<file path="src/rtl/r0_seq.sv">
// R0 flag-update sequencer: arbitrates load/compare/ALU/shift requests and
// emits registered load, L/E/G capture and flag strobe sequences to R0.
module r0_seq (
    input  logic       clk_sys,
    input  logic       zer_,
    input  logic       req_ld,
    input  logic       req_cmp,
    input  logic       req_alu,
    input  logic       req_shf,
    input  logic [0:3] ld_sel,
    input  logic [0:2] alu_mask,
    input  logic [0:1] shf_mask,
    output logic       ack_ld,
    output logic       ack_cmp,
    output logic       ack_alu,
    output logic       ack_shf,
    output logic       strob1,
    output logic       ust_z,
    output logic       ust_mc,
    output logic       ust_v,
    output logic       ust_y,
    output logic       ust_x,
    output logic       cleg_,
    output logic       w_zmvc,
    output logic       w_legy,
    output logic       w8_x,
    output logic       lrp,
    output logic       busy
);

    typedef enum logic [2:0] {StIdle, StLoad, StSetup, StStrobe, StHold} state_e;
    typedef enum logic [1:0] {GntLd, GntCmp, GntAlu, GntShf} grant_e;

    state_e     state_q, state_d;
    grant_e     grant_q, grant_d;
    logic [0:3] ld_q, ld_d;
    logic [4:0] ust_q, ust_d;  // {z, mc, v, y, x}
    logic [1:0] starve_q, starve_d;

    logic       strobing;
    logic       strob1_d, cleg_d, busy_d;
    logic [4:0] ust_out_d;
    logic [0:3] w_d;
    logic [3:0] ack_d;  // {ld, cmp, alu, shf}

    always_comb begin
        state_d  = state_q;
        grant_d  = grant_q;
        ld_d     = ld_q;
        ust_d    = ust_q;
        starve_d = starve_q;

        unique case (state_q)
            StIdle: begin
                if (req_ld || req_cmp || req_alu || req_shf) begin
                    // A starved shift outranks cmp/alu, never a load.
                    if (req_ld)                             grant_d = GntLd;
                    else if (req_shf && starve_q == 2'd3)   grant_d = GntShf;
                    else if (req_cmp)                       grant_d = GntCmp;
                    else if (req_alu)                       grant_d = GntAlu;
                    else                                    grant_d = GntShf;

                    if (grant_d == GntShf)                  starve_d = 2'd0;
                    else if (req_shf && starve_q != 2'd3)   starve_d = starve_q + 2'd1;

                    unique case (grant_d)
                        GntLd: begin
                            ld_d    = ld_sel;
                            state_d = (ld_sel == 4'b0000) ? StHold : StLoad;
                        end
                        GntCmp: begin
                            ust_d   = 5'b00000;
                            state_d = StSetup;
                        end
                        GntAlu: begin
                            ust_d   = {alu_mask[0], alu_mask[1], alu_mask[2], 2'b00};
                            state_d = (alu_mask == 3'b000) ? StHold : StSetup;
                        end
                        GntShf: begin
                            ust_d   = {3'b000, shf_mask[0], shf_mask[1]};
                            state_d = (shf_mask == 2'b00) ? StHold : StSetup;
                        end
                    endcase
                end
            end
            StLoad:   state_d = StHold;
            StSetup:  state_d = StStrobe;
            StStrobe: state_d = StHold;
            StHold:   state_d = StIdle;
            default:  state_d = StIdle;
        endcase

        // Outputs are decoded from the next state so they can be registered.
        strobing  = ((grant_d == GntAlu) || (grant_d == GntShf)) &&
                    ((state_d == StSetup) || (state_d == StStrobe));
        ust_out_d = strobing ? ust_d : 5'b00000;
        strob1_d  = strobing && (state_d == StStrobe);
        cleg_d    = !((grant_d == GntCmp) &&
                      ((state_d == StSetup) || (state_d == StStrobe)));
        w_d       = (state_d == StLoad) ? ld_d : 4'b0000;
        ack_d     = 4'b0000;
        if (state_d == StHold) begin
            ack_d[3] = (grant_d == GntLd);
            ack_d[2] = (grant_d == GntCmp);
            ack_d[1] = (grant_d == GntAlu);
            ack_d[0] = (grant_d == GntShf);
        end
        busy_d = (state_d != StIdle);
    end

    always_ff @(posedge clk_sys or negedge zer_) begin
        if (!zer_) begin
            state_q  <= StIdle;
            grant_q  <= GntLd;
            ld_q     <= 4'b0000;
            ust_q    <= 5'b00000;
            starve_q <= 2'd0;
            strob1   <= 1'b0;
            {ust_z, ust_mc, ust_v, ust_y, ust_x} <= 5'b00000;
            cleg_    <= 1'b1;
            {w_zmvc, w_legy, w8_x, lrp}          <= 4'b0000;
            {ack_ld, ack_cmp, ack_alu, ack_shf}  <= 4'b0000;
            busy     <= 1'b0;
        end else begin
            state_q  <= state_d;
            grant_q  <= grant_d;
            ld_q     <= ld_d;
            ust_q    <= ust_d;
            starve_q <= starve_d;
            strob1   <= strob1_d;
            {ust_z, ust_mc, ust_v, ust_y, ust_x} <= ust_out_d;
            cleg_    <= cleg_d;
            {w_zmvc, w_legy, w8_x, lrp}          <= w_d;
            {ack_ld, ack_cmp, ack_alu, ack_shf}  <= ack_d;
            busy     <= busy_d;
        end
    end

endmodule

</file>
<file path="config.mk">
export PLATFORM = sky130hd
export DESIGN_NAME = r0_seq
export DESIGN_NICKNAME = d
export VERILOG_FILES = /design/src/rtl/r0_seq.sv
export SDC_FILE = /design/constraint.sdc
export NUM_CORES = 1
export LEC_CHECK = 0
export ABC_CLOCK_PERIOD_IN_PS = 2430
export BUFFER_PORTS_ARGS = -buffer_cell sky130_fd_sc_hd__buf_4
export CAP_MARGIN = 20
export CORE_UTILIZATION = 40
export CTS_CLUSTER_DIAMETER = 150
export CTS_CLUSTER_SIZE = 10
export DETAILED_ROUTE_END_ITERATION = 12
export MAX_ROUTING_LAYER = met4
export PLACE_DENSITY = 0.6
export SLEW_MARGIN = 0
export SYNTH_ARGS = -nofsm -noshare
export SYNTH_HDL_FRONTEND = slang
export SYNTH_SLANG_ARGS = --single-unit
</file>
<file path="constraint.sdc">
create_clock -name clk_sys -period 2.43 [get_ports clk_sys]
set_clock_uncertainty 0.2 [all_clocks]
set_input_delay 0.6075 -clock clk_sys [delete_from_list [all_inputs] [get_ports clk_sys]]
set_output_delay 0.6075 -clock clk_sys [all_outputs]
set_load 0.03 [all_outputs]
</file>
# ---- Word level (Yosys, flattened, before mapping)
# Cells that the tools add are included.
# W data, S select, Z words.
dict set report totals {
  ff_bits 32
  in_bits 15
}
dict set report classes {
  n_eq_ne 15
  reduce_logical 21
  n_mux 25
  add_sub_neg 1
}
# operator count
set op_table {}
lappend op_table {{$mux W4} 5}
lappend op_table {{$mux W2} 9}
lappend op_table {{$mux W5} 3}
lappend op_table {{$pmux W5 S3} 1}
lappend op_table {{$eq A3 B2 Y1 const B} 4}
lappend op_table {{$mux W3} 4}
lappend op_table {{$pmux W3 S4} 1}
lappend op_table {{$eq A2 B2 Y1 const B} 5}
lappend op_table {{$pmux W3 S3} 1}
lappend op_table {{$eq A3 B1 Y1 const B} 2}
lappend op_table {{$logic_not A2 Y1} 3}
lappend op_table {{$logic_not A3 Y1} 2}
lappend op_table {{$logic_and A1 B1 Y1} 5}
lappend op_table {{$logic_or A1 B1 Y1} 5}
lappend op_table {{$eq A2 B1 Y1 const B} 2}
lappend op_table {{$logic_not A4 Y1} 1}
lappend op_table {{$eq A3 B3 Y1 const B} 1}
lappend op_table {{$reduce_and A3 Y1} 1}
lappend op_table {{$reduce_bool A3 Y1} 1}
lappend op_table {{$add A2 B1 Y2 const B} 1}
lappend op_table {{$ne A2 B2 Y1 const B} 1}
lappend op_table {{$reduce_bool A2 Y1} 1}
lappend op_table {{$reduce_or A2 Y1} 1}
lappend op_table {{$logic_not A1 Y1} 1}
lappend op_table {{$mux W1} 1}

# ---- Depth between registers and ports, before layout
dict set report logic_depth {
  word_depth 14
  mapped_depth 6
  depth_no_buf 6
}

# ---- Least setup slack after synthesis
# No wires, ideal clock.
dict set report synth_timing {
  path_kind {input to register}
  from {in req_shf}
  to {reg busy}
  path_stages 4
  slack_ps 388
  arrival_time_ps 1687
  n_path_buf 0
  path_cell_list {nor4_4 -> nor3_1 -> a31oi_1 -> o221ai_1}
}
dict set report synth_between {
  elab_chain_cells 10
}
# element line_no
set synth_lines {}
lappend synth_lines {{from (decl)} 9} ;# input logic req_shf,
lappend synth_lines {{$logic_and A1 B1 Y1} 58} ;# else if (req_shf && starve_q == 2'd3) grant_d = GntShf;
lappend synth_lines {{$mux W2} 58}
lappend synth_lines {{$mux W2} 57} ;# if (req_ld) grant_d = GntLd;
lappend synth_lines {{$mux W2} 55} ;# if (req_ld || req_cmp || req_alu || req_shf) begin
lappend synth_lines {{$mux W2} 53} ;# unique case (state_q)
lappend synth_lines {{$eq A2 B2 Y1 (tied with other cells)} 66} ;# unique case (grant_d)
lappend synth_lines {{$pmux W3 S4} 66}
lappend synth_lines {{$mux W3 (*)} 55}
lappend synth_lines {{$pmux W3 S3 (*)} 53}
lappend synth_lines {{$reduce_bool A3 Y1 (*)} 108} ;# busy_d = (state_d != StIdle);
lappend synth_lines {{via busy_d} 41} ;# logic strob1_d, cleg_d, busy_d;
lappend synth_lines {{to (signal assigned)} 135} ;# busy <= busy_d;
lappend synth_lines {{to (decl)} 28} ;# output logic busy
# Mark *: on every way through the listed nets, which the timed path passes. The rest lies on a longest branch. The select of a mux whose other input is x is not followed.
# A chain may end at the register's enable or synchronous reset.

# ---- Final worst setup path
dict set report layout_timing {
  from {reg state_q[0]}
  to {reg ack_cmp}
}
# element line_no
set layout_lines {}
lappend layout_lines {{from (decl)} 34} ;# state_e state_q, state_d;
lappend layout_lines {{from (signal assigned)} 113} ;# state_q <= StIdle;
lappend layout_lines {{from (signal assigned)} 125} ;# state_q <= state_d;
lappend layout_lines {{$logic_not A3 Y1} 53}
lappend layout_lines {{$mux W2} 53}
lappend layout_lines {{via grant_d[1]} 35} ;# grant_e grant_q, grant_d;
lappend layout_lines {{$eq A2 B1 Y1} 104} ;# ack_d[2] = (grant_d == GntCmp);
lappend layout_lines {{$mux W4} 102} ;# if (state_d == StHold) begin
lappend layout_lines {{via ack_d[2]} 44} ;# logic [3:0] ack_d;
lappend layout_lines {{to (signal assigned)} 134} ;# {ack_ld, ack_cmp, ack_alu, ack_shf} <= ack_d;
lappend layout_lines {{to (decl)} 14} ;# output logic ack_cmp,
# The timed path passes the listed nets, and every way through them passes these cells.

==> results.json <==
{
  "initial_core_util": 0.429,
  "vias_per_cell": 5.46,
  "clock.fmax_mhz": 456,
  "dpl.hpwl_mm": 1.71,
  "yosys-top-cells-area": "dfrtp_1, nand2_1, a211oi_1",
  "synth_seq_cells": 28,
  "finalCritPeriodShare": 0.902,
  "synth_seq_area_share": 0.583,
  "ant_nets": 0,
  "hold_viol": 0,
  "wire_per_inst_um": 14.2,
  "drive_gt1_frac": 0.346,
  "netlist.area_leader.share": 0.561,
  "drtPass1Iterations": 8,
  "synth_fa_ha_area_frac": 0.0104,
  "crit_path_start_kind": "flop",
  "ys_warn_count": 0,
  "cts_tree": "done",
  "wl_mm": 2.37,
  "yosys.area.top_type": "dfrtp_1",
  "maxCapViolCount": 0,
  "rsz0062_at_grt": "no",
  "root_buffer": "clkbuf_4",
  "cts_buffer_depth": 2,
  "grt_first_pass_wirelength_mm": 4.05,
  "hp-class": "reg -> reg",
  "yosys.area_share.simple": 0.218,
  "cts_setup_buffers": 0,
  "gp_congestion": 0.861,
  "overflow": 0,
  "synth_compound_area_frac": 0.131,
  "ys_async_sr_fraction": 1.00,
  "grt_pass1_vias": 849,
  "critical_path.top_delay_family": "simple AND/OR/NAND/NOR gates",
  "fin_area_mm2": 0.00153,
  "syn_area_per_cell_um2": 11.8,
  "clkLatencyLatePin_ns": 0.33,
  "critPathBufInv": 1,
  "synth_top_family_by_area": "simple AND/OR/NAND/NOR gates",
  "cts_max_level": 1,
  "ys_types": 36,
  "worst_ep_required_time_ns": 2.48,
  "place_area_mm2": 0.00146,
  "finalMaxSlewViolations": 0,
  "clkSlewWorstSetupHoldPaths_ns": 0.15,
  "synth_fp_nets": 118,
  "power_density_mw_per_mm2": 1110,
  "area_delta_synth_final_pct": 26.7,
  "ios": 31,
  "core-area_mm2": 0.00281,
  "setup_viol": 0,
  "synth_cells": 102,
  "nNetsFinal": 153,
  "postCtsHoldBufs": 1,
  "total_power_mw": 1.70,
  "die_h_um": 56.9,
  "ir_drop_mv": 0.487,
  "grt_usage": 0.170,
  "yosys.area_share.xor_xnor": 0,
  "antenna_found_initial": 0,
  "cts_buffers": 3,
  "worst_pin_slew_ns": 0.536,
  "synth-edff-count": 0,
  "status": "complete, but fails checks",
  "die_area_mm2": 0.00323,
  "setup_tns_ns": 0,
  "rows": 19,
  "cp.arrival_ns": 2.24,
  "muxShareOfSynthArea": 0.0281,
  "dominantRegCellSynth": "dfrtp_1",
  "leakage_nw": 0.750,
  "cp-end-kind": "flop",
  "period_minus_slack_ns": 2.19,
  "diodes": 0,
  "fp.dieW_um": 56.9,
  "max_slew_margin": 0.639,
  "crit_chain": "or3_1 -> nor2_2 -> mux2i_4 -> inv_2 -> nor4b_2",
  "cp_slowest_cell": "or3_1",
  "cts_sinks": 28,
  "portBuffers": 30,
  "grt_max_degree": 29,
  "drtIter0Drc": 27,
  "worstSetupPathType": "reg -> reg",
  "drcViolationCount": 6,
  "cts.repair.resized": 0,
  "crit_fanout": 10,
  "syn_area_mm2": 0.00120,
  "slowest_delay_ns": 0.52,
  "violations": "DRC",
  "vias": 912
}
[synth_stat cells, types with 2 or more instances]
library cell and number:
a21oi_1 2, nor3_1 3, inv_1 3, nor4_1 2, nor2_1 5, a211oi_1 6, dfrtp_1 27, o21ai_0 2
nand3b_1 2, nand3_1 7, and3_1 4, nor4b_2 2, nand2_1 13, or3_1 2
[logic make-up (layout without fill, tap and decap cells)]
| logic type | Yosys count | in the layout |
|---|---|---|
| muxes | 2 | 2 |
| adders and majority gates | 1 | 1 |
| and+or+nand+nor | 44 | 44 |
| buffers and inverters | 7 | 41 |
| DFF | 28 | 28 |
| AOI/OAI and AO/OA | 20 | 20 |
[stage by stage]
step                      worst slack (ns)  hold WS (ns)  instances  utilization
final                                0.238         0.284        167        0.544
after global routing                0.0967         0.307        167        0.544
after CTS                            0.218         0.290        167        0.544
after detailed placement             0.122         0.254        162        0.521
after global placement               0.166         0.244        162        0.521
after floorplan                      0.388         0.112        102            -
[power breakdown]
part           switching (mW)  internal (mW)  leakage (nW)
Clock                   0.137          0.167        0.0279
Combinational           0.436          0.285         0.352
Sequential             0.0653          0.608         0.370
Total                   0.638           1.06         0.750
[tightest hold or removal path: cells and delay by family (launching register included)]
kind          cells  cell delay [ns]
simple gates      2             0.12
flops             1             0.35
[routing by layer]
| layer | routed length, um | track usage | vias to the layer above |
|---|---|---|---|
| li1 | - | - | 445 |
| met1 | 1080 | 0.218 | 438 |
| met5 | 0 | - | - |
| met4 | 50 | 0.0523 | 0 |
| met2 | 1150 | 0.270 | 23 |
| met3 | 89 | 0.0369 | 6 |
[cells in the final DEF, fill, tap and decap left out, types with 3 or more instances in the layout]
cell type   n
nor2_1      5
a211oi_1    6
dfrtp_1    27
nand2_1    13
inv_1       3
buf_4      32
clkbuf_4    3
and3_1      4
nor3_1      3
nand3_1     7
[flip-flops by register name, summed over array words and instances (netlist names), 2 cells and up]
register and cells:
starve_q 2, ust_q 5, grant_q 2, state_q 3
[cell type report]
| type | instances | area [um^2] |
|---|---|---|
| Fill cell | 244 | 1280 |
| Clock inverter | 1 | 30.0 |
| Tap cell | 31 | 38.8 |
| Timing Repair Buffer | 33 | 250 |
| Multi-Input combinational cell | 67 | 467 |
| Clock buffer | 3 | 22.5 |
| Inverter | 4 | 15.0 |
| Sequential cell | 28 | 702 |
[path summary, 6_finish.rpt]
kind / start / end / slack (ns) / cells past startpoint
max: state_q[0] / ack_cmp / 0.24 / 5
min: ust_q[4] / ust_q[4] / 0.28 / 2
max reg2reg: state_q[0] / ack_cmp / 0.24 / 5
min reg2reg: ust_q[4] / ust_q[4] / 0.28 / 2
max in group asynchronous: zer_ / cleg_ / 1.22 / 2
min in group asynchronous: zer_ / w8_x / 0.51 / 2
Note: power is estimated with default switching activity, not from simulation.
